## src/rtl/cal_pkg.sv

```systemverilog
// rtl/cal_pkg.sv - calendar constants, month length and leap-year helpers
package cal_pkg;

    localparam logic [3:0] JAN = 4'd1;
    localparam logic [3:0] FEB = 4'd2;
    localparam logic [3:0] MAR = 4'd3;
    localparam logic [3:0] APR = 4'd4;
    localparam logic [3:0] MAY = 4'd5;
    localparam logic [3:0] JUN = 4'd6;
    localparam logic [3:0] JUL = 4'd7;
    localparam logic [3:0] AUG = 4'd8;
    localparam logic [3:0] SEP = 4'd9;
    localparam logic [3:0] OCT = 4'd10;
    localparam logic [3:0] NOV = 4'd11;
    localparam logic [3:0] DEC = 4'd12;

    function automatic logic [4:0] days_in_month(input logic [3:0] month, input logic leap);
        logic [4:0] d;
        case (month)
            FEB:                d = leap ? 5'd29 : 5'd28;
            APR, JUN, SEP, NOV: d = 5'd30;
            default:            d = 5'd31;
        endcase
        return d;
    endfunction

    // Elaboration-time only; the hardware uses leap_calc_seq.
    function automatic bit is_leap(input int unsigned year, input bit gregorian);
        if (!gregorian)
            return (year % 4) == 0;
        return (((year % 4) == 0) && ((year % 100) != 0)) || ((year % 400) == 0);
    endfunction

    // Cycles from a year change until leap is valid: one per year bit of the
    // serial mod-400 divider plus the result cycle; Julian needs only the result cycle.
    function automatic int unsigned leap_lat(input int unsigned year_w, input bit gregorian);
        return gregorian ? year_w + 1 : 1;
    endfunction

endpackage

```

## src/rtl/leap_calc_seq.sv

```systemverilog
// rtl/leap_calc_seq.sv - sequential leap-year calculator (serial mod-400, Julian bypass)
// Ports:
//   clk, rst_n  clock, asynchronous active-low reset
//   start       one-cycle pulse, latches start_year and raises busy
//   start_year  year to evaluate
//   busy        calculation in progress
//   done        final busy cycle; leap takes result at the closing edge
//   result      leap value being committed while done=1
//   leap        registered leap flag for the last completed year
module leap_calc_seq
    import cal_pkg::*;
#(
    parameter int YEAR_W    = 12,
    parameter bit GREGORIAN = 1'b1,
    parameter bit LEAP_RST  = 1'b1
) (
    input  logic              clk,
    input  logic              rst_n,
    input  logic              start,
    input  logic [YEAR_W-1:0] start_year,
    output logic              busy,
    output logic              done,
    output logic              result,
    output logic              leap
);

    localparam int unsigned LEAP_LAT = leap_lat(YEAR_W, GREGORIAN);
    localparam int          CNT_W    = $clog2(YEAR_W + 1);

    logic [YEAR_W-1:0] shreg;
    logic [8:0]        rem;
    logic [8:0]        rem_next;
    logic [9:0]        trial;
    logic [CNT_W-1:0]  cnt;

    always_comb begin
        // Restoring step: bring in the next year bit, subtract 400 if it fits.
        trial    = {rem, shreg[YEAR_W-1]};
        rem_next = (trial >= 10'd400) ? 9'(trial - 10'd400) : trial[8:0];
        if (GREGORIAN)
            result = (rem[1:0] == 2'b00) && (rem != 9'd100) && (rem != 9'd200) && (rem != 9'd300);
        else
            result = (shreg[1:0] == 2'b00);
        done = busy && (cnt == '0);
    end

    always_ff @(posedge clk or negedge rst_n) begin
        if (!rst_n) begin
            busy  <= 1'b0;
            leap  <= LEAP_RST;
            cnt   <= '0;
            shreg <= '0;
            rem   <= '0;
        end else if (start) begin
            busy  <= 1'b1;
            shreg <= start_year;
            rem   <= '0;
            cnt   <= CNT_W'(LEAP_LAT - 1);
        end else if (busy) begin
            if (cnt != '0) begin
                rem   <= rem_next;
                shreg <= {shreg[YEAR_W-2:0], 1'b0};
                cnt   <= cnt - CNT_W'(1);
            end else begin
                leap <= result;
                busy <= 1'b0;
            end
        end
    end

endmodule

```

## src/rtl/calendar_date_counter.sv

```systemverilog
// rtl/calendar_date_counter.sv - day/month/year calendar counter with validated loads
// Optional feature macro: CAL_WEEKDAY_EN (adds load_weekday / weekday).
// Ports:
//   clk, rst_n                         clock, asynchronous active-low reset
//   day_tick                           advance one day
//   load, load_day/month/year          load a date
//   clr_ovf                            clear tick_ovf
//   day, month, year                   current date
//   leap, busy                         leap flag (valid when busy=0), leap calculation running
//   load_err, year_wrap                one-cycle pulses
//   tick_ovf                           sticky dropped-tick flag
//   load_weekday, weekday              weekday load / current weekday (CAL_WEEKDAY_EN)
module calendar_date_counter
    import cal_pkg::*;
#(
    parameter int          YEAR_W    = 12,
    parameter int unsigned YEAR_MIN  = 0,
    parameter int unsigned YEAR_MAX  = 2**YEAR_W - 1,
    parameter int unsigned YEAR_RST  = 2000,
    parameter bit          GREGORIAN = 1'b1
`ifdef CAL_WEEKDAY_EN
    ,
    parameter int unsigned WEEKDAY_RST = 5
`endif
) (
    input  logic              clk,
    input  logic              rst_n,
    input  logic              day_tick,
    input  logic              load,
    input  logic [4:0]        load_day,
    input  logic [3:0]        load_month,
    input  logic [YEAR_W-1:0] load_year,
    input  logic              clr_ovf,
    output logic [4:0]        day,
    output logic [3:0]        month,
    output logic [YEAR_W-1:0] year,
    output logic              leap,
    output logic              busy,
    output logic              load_err,
    output logic              year_wrap,
    output logic              tick_ovf
`ifdef CAL_WEEKDAY_EN
    ,
    input  logic [2:0]        load_weekday,
    output logic [2:0]        weekday
`endif
);

    logic              calc_start;
    logic              calc_busy;
    logic              calc_done;
    logic              calc_result;
    logic [YEAR_W-1:0] calc_year;

    logic              pending;
    logic              clamp_pend;
    logic [4:0]        dim;
    logic [4:0]        dim_new;
    logic              load_ok;
    logic              accept;
    logic              apply;
    logic              drop;
    logic              clamp;
    logic              roll;
    logic [4:0]        day_next;
    logic [3:0]        month_next;
    logic [YEAR_W-1:0] year_next;
    logic              wrap_next;

    leap_calc_seq #(
        .YEAR_W    (YEAR_W),
        .GREGORIAN (GREGORIAN),
        .LEAP_RST  (is_leap(YEAR_RST, GREGORIAN))
    ) u_leap_calc (
        .clk        (clk),
        .rst_n      (rst_n),
        .start      (calc_start),
        .start_year (calc_year),
        .busy       (calc_busy),
        .done       (calc_done),
        .result     (calc_result),
        .leap       (leap)
    );

    assign busy = calc_busy;

    always_comb begin
        dim     = days_in_month(month, leap);
        dim_new = days_in_month(month, calc_result);
        load_ok = (load_month >= JAN) && (load_month <= DEC) && (load_day != 5'd0);
        accept  = load && !calc_busy && load_ok;
        // Any load while idle takes priority over a tick, accepted or not.
        apply   = !calc_busy && !load && (day_tick || pending);
        drop    = calc_busy && day_tick && pending;
        // Clamp against the freshly computed leap value, committed in the same edge.
        clamp   = calc_done && clamp_pend && (day > dim_new);

        day_next   = day;
        month_next = month;
        year_next  = year;
        wrap_next  = 1'b0;
        roll       = 1'b0;
        if (day < dim) begin
            day_next = day + 5'd1;
        end else if (month < DEC) begin
            day_next   = 5'd1;
            month_next = month + 4'd1;
        end else begin
            day_next   = 5'd1;
            month_next = JAN;
            roll       = 1'b1;
            if (year == YEAR_W'(YEAR_MAX)) begin
                year_next = YEAR_W'(YEAR_MIN);
                wrap_next = 1'b1;
            end else begin
                year_next = year + YEAR_W'(1);
            end
        end

        calc_start = accept || (apply && roll);
        calc_year  = accept ? load_year : year_next;
    end

    always_ff @(posedge clk or negedge rst_n) begin
        if (!rst_n) begin
            day        <= 5'd1;
            month      <= JAN;
            year       <= YEAR_W'(YEAR_RST);
            pending    <= 1'b0;
            clamp_pend <= 1'b0;
            load_err   <= 1'b0;
            year_wrap  <= 1'b0;
            tick_ovf   <= 1'b0;
        end else begin
            load_err  <= (load && !accept) || clamp;
            year_wrap <= apply && wrap_next;
            tick_ovf  <= drop || (tick_ovf && !clr_ovf);

            // At most one tick is held across a calculation. When a pending
            // tick and a fresh tick meet in an idle cycle, one is applied and
            // the other stays pending.
            if (calc_busy) begin
                if (day_tick)
                    pending <= 1'b1;
            end else if (load) begin
                pending <= 1'b0;
            end else begin
                pending <= pending && day_tick;
            end

            if (accept) begin
                day        <= load_day;
                month      <= load_month;
                year       <= load_year;
                clamp_pend <= 1'b1;
            end else if (apply) begin
                day   <= day_next;
                month <= month_next;
                year  <= year_next;
            end else if (calc_done) begin
                clamp_pend <= 1'b0;
                if (clamp)
                    day <= dim_new;
            end
        end
    end

`ifdef CAL_WEEKDAY_EN
    always_ff @(posedge clk or negedge rst_n) begin
        if (!rst_n)
            weekday <= 3'(WEEKDAY_RST);
        else if (accept)
            weekday <= load_weekday;
        else if (apply)
            weekday <= (weekday >= 3'd6) ? 3'd0 : weekday + 3'd1;
    end
`endif

endmodule

```

## config.mk

```make
export PLATFORM = sky130hd
export DESIGN_NAME = calendar_date_counter
export DESIGN_NICKNAME = d
export VERILOG_FILES = /design/src/rtl/cal_pkg.sv /design/src/rtl/leap_calc_seq.sv /design/src/rtl/calendar_date_counter.sv
export SDC_FILE = /design/constraint.sdc
export NUM_CORES = 1
export LEC_CHECK = 0
export ABC_AREA = 1
export ABC_CLOCK_PERIOD_IN_PS = 3200
export CAP_MARGIN = 10
export CORE_MARGIN = 2
export CORE_UTILIZATION = 50
export CTS_CLUSTER_DIAMETER = 200
export DETAILED_ROUTE_END_ITERATION = 8
export PLACE_DENSITY = 0.74
export REMOVE_ABC_BUFFERS = 1
export SLEW_MARGIN = 20
export SYNTH_ARGS = -nofsm -noshare
export SYNTH_HDL_FRONTEND = slang
export SYNTH_SLANG_ARGS = --single-unit
```

## constraint.sdc

```tcl
create_clock -name clk -period 3.2 [get_ports clk]
set_input_delay 0.48 -clock clk [delete_from_list [all_inputs] [get_ports clk]]
set_output_delay 0.48 -clock clk [all_outputs]
set_load 0.02 [all_outputs]
```

Yosys cells after proc, flatten, opt, wreduce, memory -nomap -nowiden
Index checks and enable logic that the tools add are counted.
Storage, ports and cells
  register bits after elaboration: 53
  input port bits: 26
Cells by class
  $add $sub $neg: 5
  $lt $le $gt $ge: 6
  eq/ne operators: 12
  multiplexer cells: 43
  bitwise logic cells: 2
  reduce and logical (&&, ||, !) cells: 43
Operators with widths (count)
  12-bit 2-to-1 mux: 9
  9-bit 2-to-1 mux: 4
  4-bit 2-to-1 mux: 7
  5-bit 2-to-1 mux: 5
  1-bit logical AND: 19
  1-bit 2-to-1 mux: 16
  12-bit by 1-bit adder with 12-bit output (second input constant): 1
  12-bit equality test (second input constant): 1
  10-bit by 9-bit greater-or-equal comparator with 1-bit output (second input constant): 1
  9-bit by 7-bit inequality test with 1-bit output (second input constant): 1
  9-bit by 8-bit inequality test with 1-bit output (second input constant): 1
  9-bit inequality test (second input constant): 1
  9-bit subtractor (second input constant): 1
  4-bit by 3-bit equality test with 1-bit output (second input constant): 2
  4-bit equality test (second input constant): 2
  2-bit one-hot mux with 2 select lines: 2
  2-bit AND reduction: 4
  2-bit nonzero test: 4
  2-bit inequality test (second input constant): 3
  3-bit nonzero test: 2
  5-bit by 1-bit adder with 5-bit output (second input constant): 1
  5-bit > comparator: 1
  5-bit less-than comparator: 1
  5-bit nonzero test: 1
  other kinds (14): 21

Depth between registers and ports, before layout
Gate-level depths: netlist of the first run.
  word-level depth: 12
  mapped depth: 16
  gate-level depth less buffers: 16

By module
A second synthesis of the first run with hierarchy kept.
Second synthesis, totals
  cells, all modules: 515
  area, all modules: 3734.8 um2
By module, submodules not included
  calendar_date_counter: times used 1, cells each 350, area an instance 2287.2 um2, sequential area each 660.6 um2
  leap_calc_seq: times used 1, cells each 165, area an instance 1447.6 um2, sequential area each 676.9 um2

Least setup slack after synthesis of the first run
OpenSTA, ideal clock, no wires.
  kind: register to register
  from: register month[0]
  to: register u_leap_calc.rem[4]
  setup time: 0.132 ns
  arrival: 2.162 ns
  required time: 3.068 ns
  setup slack: 0.906 ns
  stages on the path, launching flop included: 16
  buffers on the path: 1
  clock period less this slack: 2.294 ns
  cells stage by stage: dfstp_2 -> inv_1 -> ha_1 -> nand2_1 -> inv_1 -> ha_1 -> nand2_1 -> nor2_1 -> nand2_2 -> nand2_2 -> nand3_4 -> nand2_4 -> nor2_4 -> buf_6 -> nand2_1 -> o21ai_1
On the way
  cells in the longest elaborated chain, start to end: 9
RTL lines
  start: declaration: line calendar_date_counter.sv:35  | output logic [3:0] month,
  start signal: assignment: line calendar_date_counter.sv:153  | month <= load_month;
  start signal: assignment: line calendar_date_counter.sv:158  | month <= month_next;
  4-bit by 3-bit equality test with 1-bit output / 4-bit equality test (equally long branches): line cal_pkg.sv:19  | case (month)
  4-bit OR reduction: line cal_pkg.sv:19
  2-bit one-hot mux with 2 select lines: line cal_pkg.sv:19
  5-bit less-than comparator: line calendar_date_counter.sv:103  | if (day < dim) begin
  1-bit 2-to-1 mux (*): line calendar_date_counter.sv:103
  1-bit logical AND (*): line calendar_date_counter.sv:120  | calc_start = accept || (apply && roll);
  1-bit logical OR (*): line calendar_date_counter.sv:120
  2-bit nonzero test (no line)
  2-bit AND reduction (no line)
  end signal: assignment: line leap_calc_seq.sv:61  | rem <= rem_next;
  end: declaration: line leap_calc_seq.sv:31  | logic [8:0] rem;
Mark *: on every way between the ends. The rest lies on a longest branch, timed or not.
A chain may end at the register's enable or synchronous reset.

Worst setup path in the final report of the first run
  from: register month[0]
  to: register u_leap_calc.rem[6]
Same word-level chain as after synthesis.

==> metrics.md, run 1 <==
| Metric | Value |
|---|---|
| Status | `completed` |
| F_max | `345 MHz` |
| Reg2Reg Capture Point | `u_leap_calc.rem[6]` |
| WP data required | `3.39 ns` |
| Clock tree root buffer cell | `clkbuf_8` |
| DR top layer | `met4` |
| CORE AREA | `roughly 0.007 mm2` |
| Area of the multi-input gates | `approximately 0.0019 mm2` |
| Clk_lat worst skew | `about 0.31 ns` |
| Post-Syn Area | `between 0.003 and 0.004 mm2` |
| HP Class | `in2async` |
| I/O pins | `52` |
| Hold Slack | `between 0.08 and 0.09 ns` |
| Crit path from | `month[0]` |
| Hpwl dp | `~6.5 mm` |
| Least-Margin Pin Slew | `~0.6 ns` |
| Avg Inst Size Synth | `between 7 and 8 um2` |
| Setup TNS | `0 ns` |
| CTS clk-pin slew, worst paths | `0.10 ns` |
| Die area | `around 0.008 mm2` |
| Layout cells sized above 1 | `7.93%` |
| H-tree depth | `2` |
| Synth cell types | `31` |
| Clk_skew | `roughly 0.0098 ns` |
| Vias | `3465` |
| DRT Pass-1 Iters | `5` |
| Post-Place Cell Area | `roughly 0.0041 mm2` |
| DRC | `0` |
| Antenna violations before repair | `0` |
| Routed WL per cell | `between 10 and 15 um` |
| Worst vdd ir | `about 440 uV` |
| Ant. Diodes | `0` |
| Reg-to-reg slack, setup | `0.30 ns` |
| Endpoints failing setup | `0` |
| Grt ovf | `0` |
| Die Width | `roughly 88 um` |
| First DRT Iteration DRCs | `191` |
| Syn. warnings | `0` |
| Initial Utilization | `52.0%` |
| Worst setup EP type | `register` |
| Max-cap violations | `0` |
| GRT Resource Usage Total | `roughly 23%` |
| Met3 WL | `a little over 400 um` |
| Area added between synthesis and finish | `18.8%` |
| Core Util, Final | `between 60% and 70%` |
| Seq/Total Area, Yosys | `37.6%` |
| Via/cell ratio | `roughly 5.3` |
| Largest net degree at the start of global routing | `38` |
| FF-to-FF Start | `month[0]` |
| Vias in the first global route | `around 3100` |
| Total Wirelength | `8.64 mm` |
| Met1 Wirelength | `between 4 and 5 mm` |
| Cell count after synthesis | `between 500 and 600` |
| Relative slew slack | `between 60 and 70%` |
| Met2 wire length | `4.06 mm` |
| Power density over the cells | `955 mW/mm2` |
| PnR Total Power | `~4 mW` |
| Crit path launch type | `register` |
| DIE HEIGHT | `about 88 um` |
| Reg2Reg Depth | `14` |
| Num CTS Buffers | `5` |
| Cts hold-fix bufs | `0` |
| Final Hold Viols | `0` |
| Critical path class | `reg2reg` |
| First-pass GRT wire length | `around 15 mm` |
| CP max FO | `15` |
| CTS tree | `built` |
| Design Area, Final | `between 0.004 and 0.005 mm2` |
| Slew Limit Fails | `0` |
| CTS sink cnt | `53` |
| Fill cells | `663` |
| Placer Congestion | `approximately 0.9` |
| Total Nets Final | `about 600` |
| Cell row count | `30` |
| FF+latch area | `~0.0013 mm2` |
| Clock tree buffer depth | `2` |
| Port-buffer cells | `51` |
| Period utilization | `90.6%` |
| Worst endpoint data arrival time | `3.09 ns` |
| RSZ-0062 raised after global routing | `false` |
| Leak | `2.05 nW` |
| Min Tclk post-route | `2.90 ns` |
| Final ANT Viol Nets | `0` |
| #FFs+latches synth | `53` |
how the worst max path moves through the flow:
stage	to	slack (ns)
after global placement	u_leap_calc.rem[4]	0.45
final	u_leap_calc.rem[6]	0.30
after CTS	u_leap_calc.shreg[3]	0.25
after detailed placement	u_leap_calc.shreg[3]	0.29
after floorplan	u_leap_calc.rem[7]	0.61
after global routing	u_leap_calc.rem[6]	0.009
cell families after synthesis:
group / Yosys count / synth area share (%)
simple gates: 294 / 36.5
buf+inv: 74 / 9.19
compound gates: 64 / 10.5
flops: 53 / 37.6
fa+ha+maj: 12 / 4.22
xor+xnor: 8 / 1.97
worst max-delay path, cell delays in order (launching register included):
cell and delay (ns):
dfstp_2 0.58, inv_1 0.08, ha_1 0.23, nand2_1 0.14, inv_1 0.06, ha_1 0.26
nand2_1 0.07, nor2_1 0.16, nand2_2 0.19, nand2_2 0.25, nand3_4 0.21, nand2_4 0.25
inv_1 0.14, o21ai_0 0.11, nor2_1 0.07
synthesized netlist by cell type (all sizes together):
master / n / area (um2)
buf: 13 / 95.1
ha: 12 / 150
o211ai: 11 / 82.6
nand2: 165 / 632
nand3b: 3 / 22.5
dfrtp: 44 / 1100
nor2: 49 / 221
dfstp: 9 / 236
nand3: 59 / 308
clkbuf: 4 / 15.0
nand4: 11 / 68.8
o21ai: 27 / 135
a21oi: 9 / 45.0
o31ai: 3 / 22.5
xor2: 8 / 70.1
nor3: 3 / 20.0
a31oi: 14 / 87.6
or2: 4 / 25.0
inv: 57 / 216
sequential cells by signal, summed over array words and instances (netlist names):
signal and cells:
u_leap_calc.shreg 12, year 12, u_leap_calc.rem 9, day 5
month 4, u_leap_calc.cnt 4, clamp_pend 1, load_err 1
pending 1, tick_ovf 1, u_leap_calc.busy 1, u_leap_calc.leap 1
year_wrap 1
layout by cell type (no fill, tap or decap):
cell type        count
nand2_1            162
nor2_4               6
inv_4                1
or2_2                2
nand2_4              1
o211ai_1            11
nor2_1              44
o21ai_1              9
o21ai_0             18
or2_1                1
inv_2                5
inv_1               51
clkbuf_8             5
nor3_2               1
nand4_1             11
nand3_4              1
o31ai_1              3
nand3b_1             3
inv_6                1
clkinvlp_4           1
xor2_1               8
a21oi_1              9
clkinv_2             1
clkdlybuf4s50_1     50
or2_0                1
nand2_2              2
nor3_1               2
buf_2                1
dfstp_2              9
dfrtp_1             44
ha_1                12
buf_4                7
a31oi_1             14
nand3_1             58
metal layers:
metal	up-vias	global-route usage [%]
li1	1749	-
met1	1602	33.1
met2	104	37.3
met3	10	3.26
met4	0	6.20
met5	-	0
stage by stage:
step | worst slack, ns | instances
final | 0.302 | 651
after global routing | 0.00872 | 651
after CTS | 0.253 | 650
after detailed placement | 0.288 | 642
after global placement | 0.455 | 642
after floorplan | 0.611 | 488
area by class of cell:
type | instances | area share (%)
clock buffer | 5 | 1.63
clock inverter | 3 | 0.504
inverter | 57 | 5.12
multi-input combinational | 379 | 45.0
sequential | 53 | 31.7
tap | 96 | 2.84
timing repair buffer | 58 | 13.2
where the power goes:
group / internal (mW) / leakage [nW] / switching, mW
Sequential: 1.01 / 0.621 / 0.337
Clock: 0.156 / 0.0445 / 0.234
Combinational: 0.902 / 1.38 / 1.39
Total: 2.07 / 2.05 / 1.96
repair_timing:
item	4_1_cts	5_1_grt
endpoints found under the setup margin	0	21
gates resized for setup	0	1
buffers inserted	0	0
(Power assumes the default switching activity.)
==> inputs of run 2 (changes only) <==
- CAP_MARGIN: 10 -> 0
- CORE_UTILIZATION: 50 -> 45
- PLACE_DENSITY: 0.74 -> 0.68
- SYNTH_HIERARCHICAL: not set -> 1
==> run 2 against run 1 <==
Global-route usage shrank 1.1 points. Routed wire length is 8.3% higher. Combinational power grew 4%. Sequential power hardly changed. Worst setup slack lost 0.061 ns. Total power is 5.6% higher. Flip-flop and latch count unchanged. Cell area grew 5.4%. Core utilization is 7.1 points lower. Clock power rose by 40%. Synthesized cell count increased by 2.0%. Register-to-register slack worse by 0.06 ns. Critical endpoint is now u_leap_calc/cnt[2]. Largest cell class unchanged. Largest power group unchanged. Highest routed layer unchanged.
==> metrics.md, run 2 <==
| Metric | Value |
|---|---|
| Max-cap violations | `0 (unchanged)` |
| CTS clk-pin slew, worst paths | `0.10 ns (about the same)` |
| Worst vdd ir | `382 uV (was 442 uV)` |
| Most frequent cells in the layout | `169 x nand2_1, 50 x clkdlybuf4s50_1, 49 x inv_1 (was 162 x nand2_1, 58 x nand3_1, 51 x inv_1)` |
| Post-Syn Area | `0.00373 mm2 (was 0.00355 mm2)` |
| Synth cell types | `38 (was 31)` |
| Placed cells | `665 (was 642)` |
| Clk_lat worst skew | `0.31 ns (about the same)` |
| Num CTS Buffers | `5 (unchanged)` |
| WP data required | `3.39 ns (about the same)` |
| Worst path slowest cell | `dfstp_2 (unchanged)` |
| Hpwl dp | `6.98 mm (was 6.48 mm)` |
| Min Tclk post-route | `2.96 ns (was 2.90 ns)` |
| Initial Utilization | `45.9% (was 52.0%)` |
| Post-Place Cell Area | `0.00432 mm2 (was 0.00412 mm2)` |
| Most instantiated cells after synthesis | `169 x nand2_1, 49 x inv_1, 48 x nand3_1 (was 162 x nand2_1, 58 x nand3_1, 51 x inv_1)` |
| Post-CTS Setup Bufs | `0 (unchanged)` |
| Area share of the largest cell type after synthesis | `29.5% (was 31.0%)` |
| Max incr delay on CP | `0.58 ns (about the same)` |
| Avg Inst Size Synth | `7.25 um2 (was 7.04 um2)` |
| Period utilization | `92.5% (was 90.6%)` |
| Syn. warnings | `6 (was 0)` |
| Crit path launch type | `register (unchanged)` |
| Relative slew slack | `61.1% (was 60.4%)` |
| Antenna violations before repair | `0 (unchanged)` |
| EDFF count, synth | `0 (unchanged)` |
| Async SR Flop Fraction | `100% (unchanged)` |
| CP most frequent cell | `nand2_1 (was inv_1)` |
| CP max FO | `15 (unchanged)` |
| Total Nets Final | `604 (was 592)` |
| Ranking of synthesized cells by area | `dfrtp_1 29%, nand2_1 17%, nand3_1 6.4% (was dfrtp_1 31%, nand2_1 17%, nand3_1 8.2%)` |
| Final ANT Viol Nets | `0 (unchanged)` |
| Design Area, Final | `0.00445 mm2 (was 0.00422 mm2)` |
| Seq/Total Area, Yosys | `35.8% (was 37.6%)` |
| #FFs+latches synth | `53 (unchanged)` |
| Most common cell in the synthesized netlist | `nand2_1 (unchanged)` |
| CP bufs+invs | `4 (was 3)` |
| Routed WL per cell | `13.9 um (was 13.3 um)` |
| HP Class | `in2async (unchanged)` |
| Grt ovf | `0 (unchanged)` |
| Placer Congestion | `0.879 (was 0.888)` |
| Die Width | `95.1 um (was 88.3 um)` |
| Vias in the first global route | `3252 (was 3123)` |
| I/O pins | `52 (unchanged)` |
| F_max | `338 MHz (was 345 MHz)` |
| Largest net degree at the start of global routing | `24 (was 38)` |
| Area added between synthesis and finish | `19.2% (was 18.8%)` |
| Worst endpoint data arrival time | `3.15 ns (was 3.09 ns)` |
| PnR Total Power | `4.26 mW (was 4.04 mW)` |
| Setup TNS | `0 ns (unchanged)` |
| Via/cell ratio | `5.27 (was 5.32)` |
| DIE HEIGHT | `95.1 um (was 88.3 um)` |
| Synth area leader | `dfrtp_1 (unchanged)` |
| First DRT Iteration DRCs | `171 (was 191)` |
| RSZ-0062 raised after global routing | `false (unchanged)` |
| Worst-path cell chain | `inv_1 -> ha_1 -> nand2_1 -> inv_1 -> ha_1 -> nand2_1 -> nor2_1 -> nand2_4 -> nand2_4 -> nand2_1 -> o21ai_1 -> buf_4 -> inv_2 -> nand2_4 -> nand2_1 -> nand2_1 -> o211ai_1 (was inv_1 -> ha_1 -> nand2_1 -> inv_1 -> ha_1 -> nand2_1 -> nor2_1 -> nand2_2 -> nand2_2 -> nand3_4 -> nand2_4 -> inv_1 -> o21ai_0 -> nor2_1)` |
| Final Hold Viols | `0 (unchanged)` |
| DRC | `0 (unchanged)` |
| Critical path class | `reg2reg (unchanged)` |
| Slew Limit Fails | `0 (unchanged)` |
| Die area | `0.00904 mm2 (was 0.00780 mm2)` |
| Cell family with most CP delay | `simple AND/OR/NAND/NOR gates (unchanged)` |
| Worst setup EP type | `register (unchanged)` |
| CORE AREA | `0.00813 mm2 (was 0.00683 mm2)` |
| Power density over the cells | `957 mW/mm2 (was 955 mW/mm2)` |
| First-pass GRT wire length | `15.8 mm (was 14.6 mm)` |
| Top flop regs | `u_leap_calc/shreg x12, year x12, u_leap_calc/rem x9 (was u_leap_calc.shreg x12, year x12, u_leap_calc.rem x9)` |
| Core Util, Final | `54.7% (was 61.8%)` |
| Cell count after synthesis | `515 (was 505)` |
| Vias | `3550 (was 3465)` |
| Final cell count without fillers | `673 (was 651)` |
| GRT Resource Usage Total | `22.1% (was 23.2%)` |
| H-tree depth | `2 (unchanged)` |
| Total Wirelength | `9.36 mm (was 8.64 mm)` |
| Leak | `2.11 nW (was 2.05 nW)` |
| Layout cells sized above 1 | `13.6% (was 7.93%)` |
| Post-synth top flop | `dfrtp_1 (unchanged)` |
| Clock tree root buffer cell | `clkbuf_8 (unchanged)` |
| Commonest non-fill, non-tap cell in the layout | `nand2_1 (unchanged)` |
| DRT Pass-1 Iters | `5 (unchanged)` |
| Least-Margin Pin Slew | `0.579 ns (was 0.591 ns)` |
| Cts hold-fix bufs | `0 (unchanged)` |
| CTS sink cnt | `53 (unchanged)` |
| Port-buffer cells | `51 (unchanged)` |
| Cell row count | `33 (was 30)` |
| Clock tree buffer depth | `2 (unchanged)` |
| Clk_skew | `0.0129 ns (was 0.00982 ns)` |
| Status | `completed (unchanged)` |
| CTS resizes | `0 (unchanged)` |
| Ant. Diodes | `0 (unchanged)` |
| CTS tree | `built (unchanged)` |
| Endpoints failing setup | `0 (unchanged)` |
-- run 2: changes by cell type in the layout (fill, tap and decap cells not counted), sizes merged, moves of 6 or more --
cell and delta:
nor2 -16, o211ai -7, a31oi -14, o21ai +7
o22ai +6, a22oi +10, nand2 +15
-- run 2: per-stage QoR --
step | hold slack [ns] | worst slack, ns
5_1_grt | 0.108 | 0.0343
2_1_floorplan | 0.184 | -0.743
4_1_cts | 0.0913 | 0.261
3_5_place_dp | 0.438 | 0.321
3_3_place_gp | 0.435 | 0.435
6_report | 0.0770 | 0.241
-- run 2: area by class of cell --
type,count,area (um2)
Tap cell,105,131
Fill cell,786,3680
Timing Repair Buffer,59,566
Multi-Input combinational cell,387,2050
Inverter,61,234
Clock buffer,5,68.8
Sequential cell,53,1340
Clock inverter,3,65.1
-- run 2: cell families (layout without fill, tap and decap cells) --
group                      count (synthesis)  after routing  share of synthesized area, %
xor gates and xnor gates                   4              4                         0.938
DFF                                       53             53                          35.8
adders and majority gates                 11             11                          3.69
and+or+nand+nor                          303            303                          39.2
AOI/OAI and AO/OA                         69             69                          11.1
buffers and inverters                     75            128                          9.31
-- run 2: path summary, 6_finish.rpt --
path | depth (start not counted) | startpoint | slack (ns) | to
worst max-delay path | 17 | month[0] | 0.24 | u_leap_calc/cnt[2]
worst min-delay path | 1 | rst_n | 0.08 | day[3]
worst max register to register | 17 | month[0] | 0.24 | u_leap_calc/cnt[2]
worst min register to register | 2 | u_leap_calc/shreg[6] | 0.50 | u_leap_calc/shreg[7]
max in group asynchronous | 2 | rst_n | 2.46 | u_leap_calc/shreg[1]
min in group clk | 2 | u_leap_calc/shreg[6] | 0.50 | u_leap_calc/shreg[7]
-- run 2: metal layers --
layer	up-vias	GRT usage [%]	routed length, um	part of all wire (%)
met4	0	5.19	96	1.0
li1	1777	-	-	-
met1	1663	31.0	4260	46
met3	8	3.32	528	5.6
met5	-	0	0	0
met2	102	35.9	4470	48
-- run 2: worst reg2reg max path, stage by stage (launching register included) --
cell and delay (ns):
dfstp_2 0.58, inv_1 0.09, ha_1 0.23, nand2_1 0.11
inv_1 0.05, ha_1 0.27, nand2_1 0.07, nor2_1 0.23
nand2_4 0.17, nand2_4 0.09, nand2_1 0.06, o21ai_1 0.14
buf_4 0.26, inv_2 0.10, nand2_4 0.17, nand2_1 0.07
nand2_1 0.06, o211ai_1 0.07
-- run 2: power by group --
group	leakage [nW]	total [mW]	switching, mW	internal [mW]
Combinational	1.39	2.40	1.48	0.919
Sequential	0.650	1.32	0.327	0.992
Clock	0.0681	0.545	0.234	0.311
Total	2.11	4.26	2.04	2.22
==> inputs of run 3 (changes only) <==
- CORE_UTILIZATION: 45 -> 56
- PLACE_DENSITY: 0.68 -> 0.81
==> run 3 against run 2 <==
First-iteration DRC count is 51% higher. Worst setup slack worse by 0.057 ns. Routed wire length rose by 0.13%. Sequential share of layout area increased by 0.56 points. Critical endpoint unchanged.
==> metrics.md, run 3 (synthesis gave the netlist of run 2 again) <==
| Metric | Value |
|---|---|
| WP data required | `3.40 ns (was 3.39 ns)` |
| Antenna violations before repair | `0 (unchanged)` |
| Top flop regs | `u_leap_calc/shreg x12, year x12, u_leap_calc/rem x9 (unchanged)` |
| Final ANT Viol Nets | `0 (unchanged)` |
| Clk_skew | `0.0123 ns (was 0.0129 ns)` |
| Worst path slowest cell | `dfstp_2 (unchanged)` |
| DRT Pass-1 Iters | `7 (was 5)` |
| Die area | `0.00734 mm2 (was 0.00904 mm2)` |
| Layout cells sized above 1 | `13.3% (was 13.6%)` |
| Worst endpoint data arrival time | `3.21 ns (was 3.15 ns)` |
| Placed cells | `635 (was 665)` |
| Vias in the first global route | `3432 (was 3252)` |
| DRC | `0 (unchanged)` |
| Cell family with most CP delay | `simple AND/OR/NAND/NOR gates (unchanged)` |
| Max-cap violations | `0 (unchanged)` |
| Routed WL per cell | `14.6 um (was 13.9 um)` |
| CP bufs+invs | `4 (unchanged)` |
| HP Class | `in2async (unchanged)` |
| Max incr delay on CP | `0.58 ns (about the same)` |
| Placer Congestion | `0.985 (was 0.879)` |
| Die Width | `85.7 um (was 95.1 um)` |
| Commonest non-fill, non-tap cell in the layout | `nand2_1 (unchanged)` |
| Port-buffer cells | `51 (unchanged)` |
| Clk network pwr share | `9.7% (was 12.8%)` |
| First DRT Iteration DRCs | `259 (was 171)` |
| Clk_lat worst skew | `0.32 ns (was 0.31 ns)` |
| Num CTS Buffers | `5 (unchanged)` |
| Leak | `2.08 nW (was 2.11 nW)` |
| Area added between synthesis and finish | `17.0% (was 19.2%)` |
| Final cell count without fillers | `643 (was 673)` |
| Power density over the cells | `947 mW/mm2 (was 957 mW/mm2)` |
| Status | `completed (unchanged)` |
| Most frequent cells in the layout | `169 x nand2_1, 50 x clkdlybuf4s50_1, 49 x inv_1 (unchanged)` |
| Worst setup EP type | `register (unchanged)` |
| DIE HEIGHT | `85.7 um (was 95.1 um)` |
| CTS clk-pin slew, worst paths | `0.11 ns (was 0.10 ns)` |
| Hpwl dp | `6.90 mm (was 6.98 mm)` |
| Via/cell ratio | `5.63 (was 5.27)` |
| F_max | `332 MHz (was 338 MHz)` |
| Endpoints failing setup | `0 (unchanged)` |
| Post-CTS Setup Bufs | `0 (unchanged)` |
| Period utilization | `94.3% (was 92.5%)` |
| GRT Resource Usage Total | `27.1% (was 22.1%)` |
| Gate power share | `58.5% (was 56.3%)` |
| Least-Margin Pin Slew | `0.513 ns (was 0.579 ns)` |
| CP most frequent cell | `nand2_1 (unchanged)` |
| Grt ovf | `0 (unchanged)` |
| Cell row count | `29 (was 33)` |
| Clock tree buffer depth | `2 (unchanged)` |
| Worst-path cell chain | `inv_1 -> ha_1 -> nand2_1 -> inv_1 -> ha_1 -> nand2_1 -> nor2_1 -> nand2_4 -> nand2_8 -> nand2_1 -> o21ai_1 -> buf_6 -> inv_2 -> nand2_4 -> nand2_1 -> nand2_1 -> o211ai_1 (was inv_1 -> ha_1 -> nand2_1 -> inv_1 -> ha_1 -> nand2_1 -> nor2_1 -> nand2_4 -> nand2_4 -> nand2_1 -> o21ai_1 -> buf_4 -> inv_2 -> nand2_4 -> nand2_1 -> nand2_1 -> o211ai_1)` |
| Slew Limit Fails | `0 (unchanged)` |
| Total Wirelength | `9.37 mm (was 9.36 mm)` |
| H-tree depth | `2 (unchanged)` |
| CP max FO | `15 (unchanged)` |
| Total Nets Final | `602 (was 604)` |
| Switch Pwr | `2.07 mW (was 2.04 mW)` |
| RSZ-0062 raised after global routing | `false (unchanged)` |
| Clock tree root buffer cell | `clkbuf_8 (unchanged)` |
| Core Util, Final | `68.4% (was 54.7%)` |
| CTS tree | `built (unchanged)` |
| CTS sink cnt | `53 (unchanged)` |
| Worst vdd ir | `537 uV (was 382 uV)` |
| Initial Utilization | `58.5% (was 45.9%)` |
| Total internal power | `2.07 mW (was 2.22 mW)` |
| Sequential Power Share | `31.8% (was 30.9%)` |
| Ant. Diodes | `0 (unchanged)` |
| Min Tclk post-route | `3.02 ns (was 2.96 ns)` |
| Final Hold Viols | `0 (unchanged)` |
| Critical path class | `reg2reg (unchanged)` |
| Vias | `3619 (was 3550)` |
| Relative slew slack | `65.8% (was 61.1%)` |
| Largest net degree at the start of global routing | `41 (was 24)` |
| CORE AREA | `0.00639 mm2 (was 0.00813 mm2)` |
| Crit path launch type | `register (unchanged)` |
| Cts hold-fix bufs | `0 (unchanged)` |
| First-pass GRT wire length | `16.1 mm (was 15.8 mm)` |
| I/O pins | `52 (unchanged)` |
| Switching fraction of total power | `50.1% (was 47.9%)` |
==> run 3: cell count changes in the layout (fill, tap and decap cells not counted), sizes merged <==
cell      change
clkinvlp      +1
buf           -2
bufinv        -2
inv           +1
==> run 3: through the flow <==
stage | total power [mW] | TNS (ns) | hold slack, ns | area [um2] | worst slack (ns)
finish | 4.14 | 0 | 0.0499 | 4370 | 0.184
global route | 4.50 | 0 | 0.0740 | 4370 | 0.00546
CTS | 4.12 | 0 | 0.0641 | 4360 | 0.127
floorplan | 2.92 | -16.13 | 0.184 | 3620 | -0.743
global placement | 3.64 | 0 | 0.410 | 4270 | 0.300
detailed placement | 3.71 | 0 | 0.412 | 4270 | 0.197
==> run 3: final cells by class <==
class / count / area (um2)
multi-input cells: 387 / 2060
fillers: 530 / 2020
flip-flops and latches: 53 / 1340
repair buffers: 57 / 554
inverters: 61 / 234
well taps: 77 / 96.3
clock buffers: 5 / 68.8
clock inverters: 3 / 21.3
==> run 3: final timing paths <==
check | from | to | slack, ns | depth (start not counted)
min in group clk | u_leap_calc/shreg[3] | u_leap_calc/shreg[4] | 0.48 | 2
max | month[0] | u_leap_calc/cnt[2] | 0.18 | 17
max in group asynchronous | rst_n | u_leap_calc/leap | 2.30 | 2
min reg2reg | u_leap_calc/shreg[3] | u_leap_calc/shreg[4] | 0.48 | 2
max reg2reg | month[0] | u_leap_calc/cnt[2] | 0.18 | 17
min | rst_n | month[1] | 0.05 | 1
==> run 3: timing repair <==
item,in CTS,in global routing
hold endpoints to repair,0,0
resized for setup,0,2
endpoints found under the setup margin,0,3
==> run 3: layer usage <==
layer	vias up	track usage, %	part of all wire, %
met2	136	44.0	47
met1	1691	37.6	44
met5	-	0	0
met3	15	4.23	6.9
li1	1777	-	-
met4	0	8.08	1.9
==> run 3: power groups by stage <==
stage          clock network (mW)  logic (mW)  registers (mW)
2_1_floorplan                   0        1.51            1.41
3_3_place_gp                    0        2.33            1.31
3_5_place_dp                    0        2.39            1.32
4_1_cts                     0.408        2.40            1.31
5_1_grt                     0.434        2.71            1.36
6_report                    0.403        2.42            1.32
==> run 3: worst reg2reg max path, delay by kind of cell (launching register included) <==
family / cells / cell delay, ns
AOI/OAI and AO/OA: 2 / 0.26
adders and majority gates: 2 / 0.50
and+or+nand+nor: 9 / 1.11
DFF: 1 / 0.58
buffers and inverters: 4 / 0.45
